`config.mk`:
```
export PLATFORM = sky130hd
export DESIGN_NAME = mult_acc_unit_flat
export DESIGN_NICKNAME = d
export VERILOG_FILES = /design/src/rtl/mult_acc_pkg.sv /design/src/rtl/mult_acc_if.sv /design/src/rtl/mult_acc_mul.sv /design/src/rtl/mult_acc_unit.sv /design/src/flat_wrapper.sv
export SDC_FILE = /design/constraint.sdc
export NUM_CORES = 1
export LEC_CHECK = 0
export ABC_AREA = 1
export BUFFER_PORTS_ARGS = -buffer_cell sky130_fd_sc_hd__buf_2
export CAP_MARGIN = 10
export CORE_AREA = 3 3 172 258
export CTS_CLUSTER_DIAMETER = 60
export DETAILED_ROUTE_END_ITERATION = 8
export DIE_AREA = 0 0 175 261
export PLACE_DENSITY_LB_ADDON = 0.12
export SYNTH_ARGS = -nofsm -noshare
export SYNTH_HDL_FRONTEND = slang
export SYNTH_SLANG_ARGS = --single-unit
```
`constraint.sdc`:
```
create_clock -name clk -period 5.3 [get_ports clk]
set_clock_uncertainty 0.05 [all_clocks]
set_input_delay 0.795 -clock clk [delete_from_list [all_inputs] [get_ports clk]]
set_output_delay 0.795 -clock clk [all_outputs]
set_load 0.02 [all_outputs]
```
`src/rtl/mult_acc_pkg.sv`:
```
// Shared widths, defaults and the product helper for the multiply-accumulate unit.
package mult_acc_pkg;

    localparam int DEF_ASIZE = 8;
    localparam int DEF_BSIZE = 18;
    localparam int DEF_PSIZE = 96;
    localparam logic [95:0] DEF_ACC_INIT = '0;

    // Operand widths wide enough for the largest ASIZE/BSIZE plus one sign bit.
    localparam int MUL_AW = 37;
    localparam int MUL_BW = 28;

    // Callers pre-extend the operands (sign or zero), so the full signed product
    // already carries the right value; widen it to the maximum accumulator width.
    function automatic logic [95:0] sext_product(input logic signed [MUL_AW-1:0] a,
                                                 input logic signed [MUL_BW-1:0] b);
        logic signed [MUL_AW+MUL_BW-1:0] pr;
        pr = a * b;
        return {{(96-MUL_AW-MUL_BW){pr[MUL_AW+MUL_BW-1]}}, pr};
    endfunction

endpackage

```
`src/rtl/mult_acc_if.sv`:
```
// Operand/result bundle of the multiply-accumulate unit.
// Carries acc_addsub only when MULT_ACC_DYN_ADDSUB_EN is defined.
interface mult_acc_if
    import mult_acc_pkg::*;
#(
    parameter int ASIZE = DEF_ASIZE,
    parameter int BSIZE = DEF_BSIZE,
    parameter int PSIZE = DEF_PSIZE
);
    logic             ce;
    logic [ASIZE-1:0] a;
    logic [BSIZE-1:0] b;
    logic             reload;
`ifdef MULT_ACC_DYN_ADDSUB_EN
    logic             acc_addsub;
`endif
    logic [PSIZE-1:0] p;

`ifdef MULT_ACC_DYN_ADDSUB_EN
    modport master (output ce, a, b, reload, acc_addsub, input p);
    modport slave  (input ce, a, b, reload, acc_addsub, output p);
`else
    modport master (output ce, a, b, reload, input p);
    modport slave  (input ce, a, b, reload, output p);
`endif

endinterface

```
`src/rtl/mult_acc_mul.sv`:
```
// Optional input registers, signed/unsigned multiplier and optional product register.
// Reload (and acc_addsub under MULT_ACC_DYN_ADDSUB_EN) travel with the operands.
module mult_acc_mul
    import mult_acc_pkg::*;
#(
    parameter int ASIZE      = DEF_ASIZE,
    parameter int BSIZE      = DEF_BSIZE,
    parameter int PSIZE      = DEF_PSIZE,
    parameter int A_SIGNED   = 0,
    parameter int B_SIGNED   = 1,
    parameter int INREG_EN   = 1,
    parameter int PIPEREG_EN = 1
) (
    input  logic             clk,
    input  logic             rst,
    input  logic             ce,
    input  logic [ASIZE-1:0] a,
    input  logic [BSIZE-1:0] b,
    input  logic             reload,
`ifdef MULT_ACC_DYN_ADDSUB_EN
    input  logic             acc_addsub,
    output logic             sub,
`endif
    output logic [PSIZE-1:0] prod,
    output logic             rl
);

    logic [ASIZE-1:0] a_s;
    logic [BSIZE-1:0] b_s;
    logic             rl_s;
`ifdef MULT_ACC_DYN_ADDSUB_EN
    logic             sub_s;
`endif

    generate
        if (INREG_EN != 0) begin : g_inreg
            always_ff @(posedge clk or negedge rst) begin
                if (!rst) begin
                    a_s  <= '0;
                    b_s  <= '0;
                    rl_s <= 1'b0;
`ifdef MULT_ACC_DYN_ADDSUB_EN
                    sub_s <= 1'b0;
`endif
                end else if (ce) begin
                    a_s  <= a;
                    b_s  <= b;
                    rl_s <= reload;
`ifdef MULT_ACC_DYN_ADDSUB_EN
                    sub_s <= acc_addsub;
`endif
                end
            end
        end else begin : g_inwire
            assign a_s  = a;
            assign b_s  = b;
            assign rl_s = reload;
`ifdef MULT_ACC_DYN_ADDSUB_EN
            assign sub_s = acc_addsub;
`endif
        end
    endgenerate

    // Extension choice per operand makes one signed multiplier cover all sign modes.
    logic signed [MUL_AW-1:0] a_x;
    logic signed [MUL_BW-1:0] b_x;
    logic        [95:0]       prod_full;
    logic        [PSIZE-1:0]  prod_c;

    assign a_x       = {{(MUL_AW-ASIZE){(A_SIGNED != 0) ? a_s[ASIZE-1] : 1'b0}}, a_s};
    assign b_x       = {{(MUL_BW-BSIZE){(B_SIGNED != 0) ? b_s[BSIZE-1] : 1'b0}}, b_s};
    assign prod_full = sext_product(a_x, b_x);
    assign prod_c    = prod_full[PSIZE-1:0];

    generate
        if (PIPEREG_EN != 0) begin : g_pipereg
            always_ff @(posedge clk or negedge rst) begin
                if (!rst) begin
                    prod <= '0;
                    rl   <= 1'b0;
`ifdef MULT_ACC_DYN_ADDSUB_EN
                    sub  <= 1'b0;
`endif
                end else if (ce) begin
                    prod <= prod_c;
                    rl   <= rl_s;
`ifdef MULT_ACC_DYN_ADDSUB_EN
                    sub  <= sub_s;
`endif
                end
            end
        end else begin : g_pipewire
            assign prod = prod_c;
            assign rl   = rl_s;
`ifdef MULT_ACC_DYN_ADDSUB_EN
            assign sub  = sub_s;
`endif
        end
    endgenerate

endmodule

```
`src/rtl/mult_acc_unit.sv`:
```
// Pipelined multiply-accumulate: p is a wrapping running sum of a*b, restarted by reload.
// Define MULT_ACC_DYN_ADDSUB_EN for a per-sample add/subtract select.
module mult_acc_unit
    import mult_acc_pkg::*;
#(
    parameter int               ASIZE          = DEF_ASIZE,
    parameter int               BSIZE          = DEF_BSIZE,
    parameter int               A_SIGNED       = 0,
    parameter int               B_SIGNED       = 1,
    parameter int               PSIZE          = DEF_PSIZE,
    parameter int               INREG_EN       = 1,
    parameter int               PIPEREG_EN     = 1,
    parameter int               ACC_ADDSUB_OP  = 0,
    parameter logic [PSIZE-1:0] ACC_INIT_VALUE = DEF_ACC_INIT[PSIZE-1:0]
) (
    input  logic     clk,
    input  logic     rst,
    mult_acc_if.slave bus
);

    logic [PSIZE-1:0] prod;
    logic [PSIZE-1:0] acc;
    logic             rl;
    logic             sub;

    mult_acc_mul #(
        .ASIZE      (ASIZE),
        .BSIZE      (BSIZE),
        .PSIZE      (PSIZE),
        .A_SIGNED   (A_SIGNED),
        .B_SIGNED   (B_SIGNED),
        .INREG_EN   (INREG_EN),
        .PIPEREG_EN (PIPEREG_EN)
    ) u_mul (
        .clk        (clk),
        .rst        (rst),
        .ce         (bus.ce),
        .a          (bus.a),
        .b          (bus.b),
        .reload     (bus.reload),
`ifdef MULT_ACC_DYN_ADDSUB_EN
        .acc_addsub (bus.acc_addsub),
        .sub        (sub),
`endif
        .prod       (prod),
        .rl         (rl)
    );

`ifndef MULT_ACC_DYN_ADDSUB_EN
    assign sub = (ACC_ADDSUB_OP != 0);
`endif

    // The product arriving with reload is dropped, not added to the init value.
    always_ff @(posedge clk or negedge rst) begin
        if (!rst)
            acc <= '0;
        else if (bus.ce)
            acc <= rl ? ACC_INIT_VALUE : (sub ? acc - prod : acc + prod);
    end

    assign bus.p = acc;

endmodule

```
`src/flat_wrapper.sv`:
```
// flat-port wrapper written by rule: the top's interface ports become plain ports
module mult_acc_unit_flat import mult_acc_pkg::*;
#(
    parameter int               ASIZE          = DEF_ASIZE,
    parameter int               BSIZE          = DEF_BSIZE,
    parameter int               A_SIGNED       = 0,
    parameter int               B_SIGNED       = 1,
    parameter int               PSIZE          = DEF_PSIZE,
    parameter int               INREG_EN       = 1,
    parameter int               PIPEREG_EN     = 1,
    parameter int               ACC_ADDSUB_OP  = 0,
    parameter logic [PSIZE-1:0] ACC_INIT_VALUE = DEF_ACC_INIT[PSIZE-1:0]
)
  (clk, rst, bus_ce, bus_a, bus_b, bus_reload, bus_p);
  mult_acc_if #(.ASIZE(ASIZE), .BSIZE(BSIZE), .PSIZE(PSIZE)) bus_i ();
  input  logic clk;
  input  logic rst;
  input wire logic [$bits(bus_i.ce)-1:0] bus_ce;
  input wire logic [$bits(bus_i.a)-1:0] bus_a;
  input wire logic [$bits(bus_i.b)-1:0] bus_b;
  input wire logic [$bits(bus_i.reload)-1:0] bus_reload;
  output wire logic [$bits(bus_i.p)-1:0] bus_p;
  assign bus_i.ce = bus_ce;
  assign bus_i.a = bus_a;
  assign bus_i.b = bus_b;
  assign bus_i.reload = bus_reload;
  assign bus_p = bus_i.p;
  mult_acc_unit #(.ASIZE(ASIZE), .BSIZE(BSIZE), .A_SIGNED(A_SIGNED), .B_SIGNED(B_SIGNED), .PSIZE(PSIZE), .INREG_EN(INREG_EN), .PIPEREG_EN(PIPEREG_EN), .ACC_ADDSUB_OP(ACC_ADDSUB_OP), .ACC_INIT_VALUE(ACC_INIT_VALUE)) u_core (.clk(clk), .rst(rst), .bus(bus_i));
endmodule
```
After elaboration in Yosys (flattened, before gate mapping)
Cells that the tools add are included.
W data, S select, Z words.
{ "word_totals": {"wordCells": 9, "ff_bits": 151, "out_inout_bits": 96, "in_bits": 30} }
{ "op_classes": {"n_mux": 1, "n_addsub": 1, "mul": 1} }
{ "ops": {"columns": ["cell", "n"], "rows": [
  ["$add A96 B96 Y96", 1],
  ["$mux W96", 1],
  ["$mul A9 B18 Y27", 1]
]} }

Depth between registers and ports, before layout
Gate-level depths: netlist (run 1).
{ "logic_depth": {"word_depth": 2, "ltp_mapped": 24, "ltp_nobuf": 22} }

Hierarchy
From an unflattened synthesis (run 1), not the netlist that was laid out.
{ "hier_totals": {"hier_cells": 3805, "hier_area_um2": 22067.4} }
{ "by_module_without_submodules": {"columns": ["module", "area_each_um2", "cells_each", "n_inst"], "rows": [
  ["mult_acc_unit", 13541.7, 2592, 1],
  ["mult_acc_mul", 8525.7, 1213, 1]
]} }

Worst setup path before layout (run 1)
No wires, ideal clock.
{ "synth_path": {"path_type": "register -> register", "startpoint": "reg u_core.u_mul.a_s[2]", "endpoint": "reg, netlist name u_core.u_mul.prod[26]", "stages_incl_launch_ff": 21, "required_ns": 5.127, "period_less_slack_ns": 4.649, "setup_time_ns": 0.123, "slack_ns": 0.651, "arrival_time_ns": 4.476, "cell_sequence": "dfrtp_1 > clkbuf_1 > buf_1 > nand2_1 > fa_1 > inv_1 > fa_1 > inv_1 > fa_1 > fa_1 > inv_1 > ha_1 > a21oi_1 > o21ai_0 > a21oi_1 > inv_1 > nand3_1 > nand3_1 > or2_2 > nand3_1 > nand2_1"} }
{ "synth_between": {"elab_chain_cells": 1} }
{ "synth_lines": {"columns": ["element", "line", "rtl"], "rows": [
  ["start, declared", "mult_acc_mul.sv:28", "logic [ASIZE-1:0] a_s;"],
  ["start signal, assigned", "mult_acc_mul.sv:39", "a_s <= '0;"],
  ["start signal, assigned", "mult_acc_mul.sv:46", "a_s <= a;"],
  ["$mul A9 B18 Y27", "mult_acc_pkg.sv:18", "pr = a * b;"]
]} }
No other way between the ends.
A chain may end at the register's enable or synchronous reset.

Worst setup path in the final report (run 1)
{ "layout_path": {"startpoint": "reg u_core.u_mul.a_s[4]", "endpoint": "reg, netlist name u_core.u_mul.prod[26]"} }
{ "layout_between": {"elab_chain_cells": 1} }
{ "layout_lines": {"columns": ["element", "line"], "rows": [
  ["$mul A9 B18 Y27", "mult_acc_pkg.sv:18"]
]} }
No other way between the ends.

==> results of run 1 <==
cell families (layout without fill, tap and decap cells):
logic type	after synthesis	after routing	share of synthesized area
and+or+nand+nor	2019	2019	0.395
DFF	151	151	0.180
AOI/OAI and AO/OA	216	216	0.0556
xor gates and xnor gates	20	20	0.00832
buffers and inverters	918	1035	0.164
adders and majority gates	264	264	0.198
power groups by stage:
stage	Sequential (mW)	Clock, mW	Combinational, mW
after floorplan	2.34	0	7.76
after detailed placement	2.09	0	11.8
after global routing	2.13	1.48	13.4
final	2.07	1.42	11.9
after CTS	2.07	1.43	11.8
after global placement	2.09	0	11.8
stage by stage:
stage / utilization / instance area [um2] / worst slack [ns] / hold slack, ns / cells
floorplan: - / 21100 / 0.651 / 0.392 / 3588
global placement: 0.531 / 22400 / 0.142 / 0.407 / 4237
detailed placement: 0.531 / 22400 / 0.102 / 0.417 / 4237
CTS: 0.546 / 23000 / 0.0771 / 0.253 / 4269
global route: 0.546 / 23000 / 0.0392 / 0.272 / 4269
finish: 0.546 / 23000 / 0.312 / 0.239 / 4269
metal layers:
| layer | up-vias | GRT usage | part of all wire |
|---|---|---|---|
| li1 | 10801 | - | - |
| met1 | 9454 | 0.315 | 0.34 |
| met3 | 252 | 0.0476 | 0.036 |
| met2 | 490 | 0.649 | 0.53 |
| met4 | 0 | 0.279 | 0.099 |
| met5 | - | 0 | 0 |
layout make-up:
| cell class | instances | area [um2] |
|---|---|---|
| inverter | 851 | 3200 |
| clock inverter | 14 | 201 |
| fill | 4700 | 19100 |
| multi-input combinational | 2519 | 13800 |
| tap | 564 | 706 |
| sequential | 151 | 3790 |
| timing repair buffer | 152 | 860 |
| clock buffer | 18 | 439 |
synth_stat cells (all sizes together) (16+ instances only):
cell type  count  area (um2)
nand4         27         169
a21oi        113         566
fa           115        2300
or2           16         100
ha           149        1860
inv          851        3190
nand2       1536        5840
xnor2         16         140
o21ai         72         364
nor2         249        1100
dfrtp        151        3780
clkbuf        53         199
nand3        156         866
registers in the layout (all words and copies together) (netlist names):
register and cells:
u_core.bus.p 96, u_core.u_mul.a_s 8, u_core.u_mul.b_s 18, u_core.u_mul.prod 27, u_core.u_mul.rl 1, u_core.u_mul.rl_s 1
how the worst max path moves through the flow:
stage	from	end	slack (ns)
3_5_place_dp	u_core.u_mul.a_s[0]$_DFFE_PN0P_	u_core.u_mul.prod[22]$_DFFE_PN0P_	0.10
3_3_place_gp	u_core.u_mul.a_s[0]$_DFFE_PN0P_	u_core.u_mul.prod[22]$_DFFE_PN0P_	0.14
4_1_cts	u_core.u_mul.a_s[0]$_DFFE_PN0P_	u_core.u_mul.prod[22]$_DFFE_PN0P_	0.08
5_1_grt	u_core.u_mul.a_s[4]$_DFFE_PN0P_	u_core.u_mul.prod[26]$_DFFE_PN0P_	0.04
6_report	u_core.u_mul.a_s[4]$_DFFE_PN0P_	u_core.u_mul.prod[26]$_DFFE_PN0P_	0.31
2_1_floorplan	u_core.u_mul.a_s[2]$_DFFE_PN0P_	u_core.u_mul.prod[26]$_DFFE_PN0P_	0.65
repair_timing:
item	4_1_cts	5_1_grt
endpoints found under the setup margin	0	6
resized for setup	0	9
hold buffers	0	0
setup buffers	0	0
==> results.cfg, run 1 <==
[worst_setup_path]
crit_chain = nand2_1 -> inv_1 -> fa_1 -> fa_1 -> fa_1 -> inv_1 -> fa_1 -> inv_1 -> ha_1 -> a21oi_1 -> o21ai_0 -> a21oi_1 -> inv_1 -> nand3_1 -> nand3_1 -> or2_2 -> nand3_1 -> nand2_1
rr_worst_depth = 18
slowest_stage = dfrtp_1
worst_ep_required_time_ns = 5.61
crit_type = reg -> reg
end_kind = flop
cp_max_fo = 16
cp_slowest_stage_delay_ns = 0.77
reg2reg_from = u_core.u_mul.a_s[4]$_DFFE_PN0P_
cp_data_arrival_time_ns = 5.30
worst-path-buf-inv = 4
ff2ff_setup_slack_ns = 0.31
path_delay_family = adder cells
crit_path_start_kind = flop
r2r-end = u_core.u_mul.prod[26]$_DFFE_PN0P_
cp.depth = 18

[final_layout]
layout_commonest_cell = nand2_1
diodes = 0
drive_gt1_frac = 0.0874
final_cell_mix = nand2_1 (1507), inv_1 (833), nor2_1 (201), ha_1 (149), dfrtp_1 (145)
syn2layout_area_growth_pct = 9.35
fin_nets = 3986

[floorplan]
rows = 92
io_pins = 126
initial_utilization = 0.500
die_w_um = 175
core_um2 = 42100
fp.dieArea_um2 = 45700
die_y_um = 261

[route]
drt_iter0_drc = 1263
wirelength_um = 76000
routedWlPerCell_um = 17.8
viasPerCell = 4.92
vias = 20997
post-route-drc-count = 0
drtAntennaViolNets = 0
dr.pass1.iters = 7

[timing]
finalCriticalPeriod_ns = 4.99
hold_viol = 0
fmax_mhz = 200
slew_violations = 0
finalCritPeriodShare = 0.941
slew_headroom = 0.391
rsz0062_at_grt = no
worstMarginPinSlew_ns = 0.914
setup_tns_ns = 0
setup_viol = 0

[power]
leakage_nw = 14.6
total_power_mw = 15.4
seqPwrFrac = 0.134
p_int_mw = 6.07
power_density_nw_per_um2 = 669
p_switching_mw = 9.33
power_frac_comb = 0.773
netSwitchingFraction = 0.606
clkPwrFrac = 0.092
peakVddDrop_v = 0.000272

[global_route]
grt_remaining_overflow = 0
antenna_found_initial = 0
grt_usage = 0.339
grt_pass1_wl_um = 117000
grt_pass1_vias = 21388
grt_max_degree = 95

[worst_hold_path]
worstHoldPathType = in -> async

[synthesis]
yosys_warnings = 0
synth-seq-cells = 151
netlist_area_um2 = 21100
syn_nets = 3882
yosysUniqueCellTypes = 39
synth_edf_count = 0
synth-seq-area-share = 0.180
syn_area_per_cell_um2 = 5.87
async_flop_share = 1.00
synth_cells = 3588
synth_ff_type = dfrtp_1

[clocking]
clk_pin_slew_ns = 0.08
cts_buffers = 17
ctsLongestPathBuffers = 2
cts-root-buf = clkbuf_16
htreeDepth = 4
clkLatencyLatePin_ns = 0.48
cts_tree = built
clock-sinks = 151

[placement]
dp_hpwl_um = 64500
gp_congestion = 1.04
port_buffers = 125

[job]
maxCapViolations = 0

[run_status]
status = finished, final reports clean
No activity file was read; power rests on OpenSTA's default activity.
==> run 2, diff against run 1 <==
clock period = 5.8 ns   (was 5.3 ns; I/O delays follow)
==> run 2 against run 1 <==
  * Routed wire length shrank 0.92%
  * Hold slack better by 0.064 ns
  * Clock-buffer cell count did not move
  * Sequential power decreased by 9%
  * Largest cell class unchanged
  * Via count decreased by 0.14%
==> results.cfg, run 2 (synthesis results as in run 1) <==
[placement]
port_buffers = 125
place_area_um2 = 22200
pre_cts_slack_ns = 0.0995
dp_hpwl_um = 64200
gp_congestion = 1.04
dp.cells = 4223

[timing]
rsz0062_at_grt = no
slew_headroom = 0.417
worst_hold_slack_ns = 0.303
fmax_mhz = 183
worstMarginPinSlew_ns = 0.875
finalCritPeriodShare = 0.943
setup_tns_ns = 0
worst_slack_ns = 0.329
slew_violations = 0
hold_viol = 0
finalCriticalPeriod_ns = 5.47
setup_viol = 0

[worst_setup_path]
reg2reg_from = u_core.u_mul.a_s[2]$_DFFE_PN0P_
end_kind = flop
cp_max_fo = 19
worst_ep_required_time_ns = 6.11
crit_path_start_kind = flop
ff2ff_setup_slack_ns = 0.33
cp_data_arrival_time_ns = 5.79
rr_worst_depth = 18
r2r-end = u_core.u_mul.prod[24]$_DFFE_PN0P_
crit_type = reg -> reg

[final_layout]
largest_reg_flops = 96
design_area_um2 = 22800
diodes = 0
final_cell_mix = nand2_1 (1507), inv_1 (834), nor2_1 (202), dfrtp_1 (150), ha_1 (149)
drive_gt1_frac = 0.0819
final_util = 0.542
syn2layout_area_growth_pct = 8.43
fin_nets = 3972
layout_commonest_cell = nand2_1
fin_cells = 4253

[clocking]
clk_pin_slew_ns = 0.07
ctsLongestPathBuffers = 2
cts_buffers = 17
cts-root-buf = clkbuf_16
cts_setup_buffers = 0
clkLatencyLatePin_ns = 0.49
clock-sinks = 151
cts_hold_buf = 0
cts_tree = built
htreeDepth = 4

[job]
maxCapViolations = 0

[power]
leakage_nw = 14.5
peakVddDrop_v = 0.000267
power_frac_comb = 0.779
power_density_nw_per_um2 = 605
p_switching_mw = 8.39
netSwitchingFraction = 0.608
total_power_mw = 13.8
clkPwrFrac = 0.085
seqPwrFrac = 0.136
p_int_mw = 5.42

[floorplan]
core_um2 = 42100
initial_utilization = 0.500
io_pins = 126
die_y_um = 261
rows = 92
die_w_um = 175
fp.dieArea_um2 = 45700

[route]
vias = 20967
wirelength_um = 75300
viasPerCell = 4.93
routedWlPerCell_um = 17.7
dr.pass1.iters = 7
post-route-drc-count = 0
drtAntennaViolNets = 0
drt_iter0_drc = 1168

[global_route]
grt_pass1_wl_um = 116000
grt_remaining_overflow = 0
grt_max_degree = 67
grt_usage = 0.335
grt_pass1_vias = 21381
antenna_found_initial = 0

[run_status]
status = finished, final reports clean

[worst_hold_path]
worstHoldPathType = in -> async
run 2: cell count changes in the layout (fill, tap and decap cells not counted), sizes merged:
cell | before | now
buf | 152 | 138
inv | 860 | 856
clkinv | 2 | 5
bufinv | 3 | 2
run 2: power by group through the flow:
stage | clock (mW) | combinational (mW) | sequential, mW
finish | 1.17 | 10.8 | 1.88
floorplan | 0 | 7.09 | 2.14
CTS | 1.20 | 10.7 | 1.88
global route | 1.23 | 12.1 | 1.94
global placement | 0 | 10.6 | 1.89
detailed placement | 0 | 10.6 | 1.90
run 2: layout make-up:
type | instances | area, um2
multi-input cells | 2519 | 13800
fillers | 4601 | 19300
clock buffers | 18 | 439
inverters | 851 | 3200
flip-flops and latches | 151 | 3780
clock inverters | 12 | 143
repair buffers | 138 | 729
well taps | 564 | 706
run 2: critical path, cell delays in order (launching register included):
cell and delay (ns):
dfrtp_1 0.64, nand2_1 0.20, inv_1 0.07, fa_1 0.61, inv_1 0.17, fa_1 0.57
inv_1 0.05, fa_1 0.47, inv_1 0.05, fa_1 0.53, inv_1 0.04, ha_1 0.38
nand2_1 0.16, nor4_2 0.54, nand4_1 0.41, nand3_1 0.22, nand2_1 0.06, nand3_1 0.07
nand2_1 0.06
run 2: worst max-delay path by stage:
stage                                          startpoint                                 to  slack [ns]  depth (start not counted)
after floorplan           u_core.u_mul.a_s[2]$_DFFE_PN0P_  u_core.u_mul.prod[26]$_DFFE_PN0P_        1.15                         20
after global placement    u_core.u_mul.a_s[3]$_DFFE_PN0P_  u_core.u_mul.prod[24]$_DFFE_PN0P_        0.13                         18
after detailed placement  u_core.u_mul.a_s[2]$_DFFE_PN0P_  u_core.u_mul.prod[24]$_DFFE_PN0P_         0.1                         18
after CTS                 u_core.u_mul.a_s[2]$_DFFE_PN0P_  u_core.u_mul.prod[24]$_DFFE_PN0P_        0.08                         18
after global routing      u_core.u_mul.a_s[2]$_DFFE_PN0P_  u_core.u_mul.prod[24]$_DFFE_PN0P_        0.05                         18
final                     u_core.u_mul.a_s[2]$_DFFE_PN0P_  u_core.u_mul.prod[24]$_DFFE_PN0P_        0.33                         18
run 2: timing repair:
item	in CTS	in global routing
hold endpoints to repair	0	0
gates resized for setup	0	1
setup endpoints to repair	0	1
run 2: metal layers:
metal  track usage  vias up  wire length (um)
li1              -    10771                 -
met3        0.0451      248              2930
met5             0        -                 0
met4         0.281        0              7480
met1         0.311     9401             25200
met2         0.643      547             39800
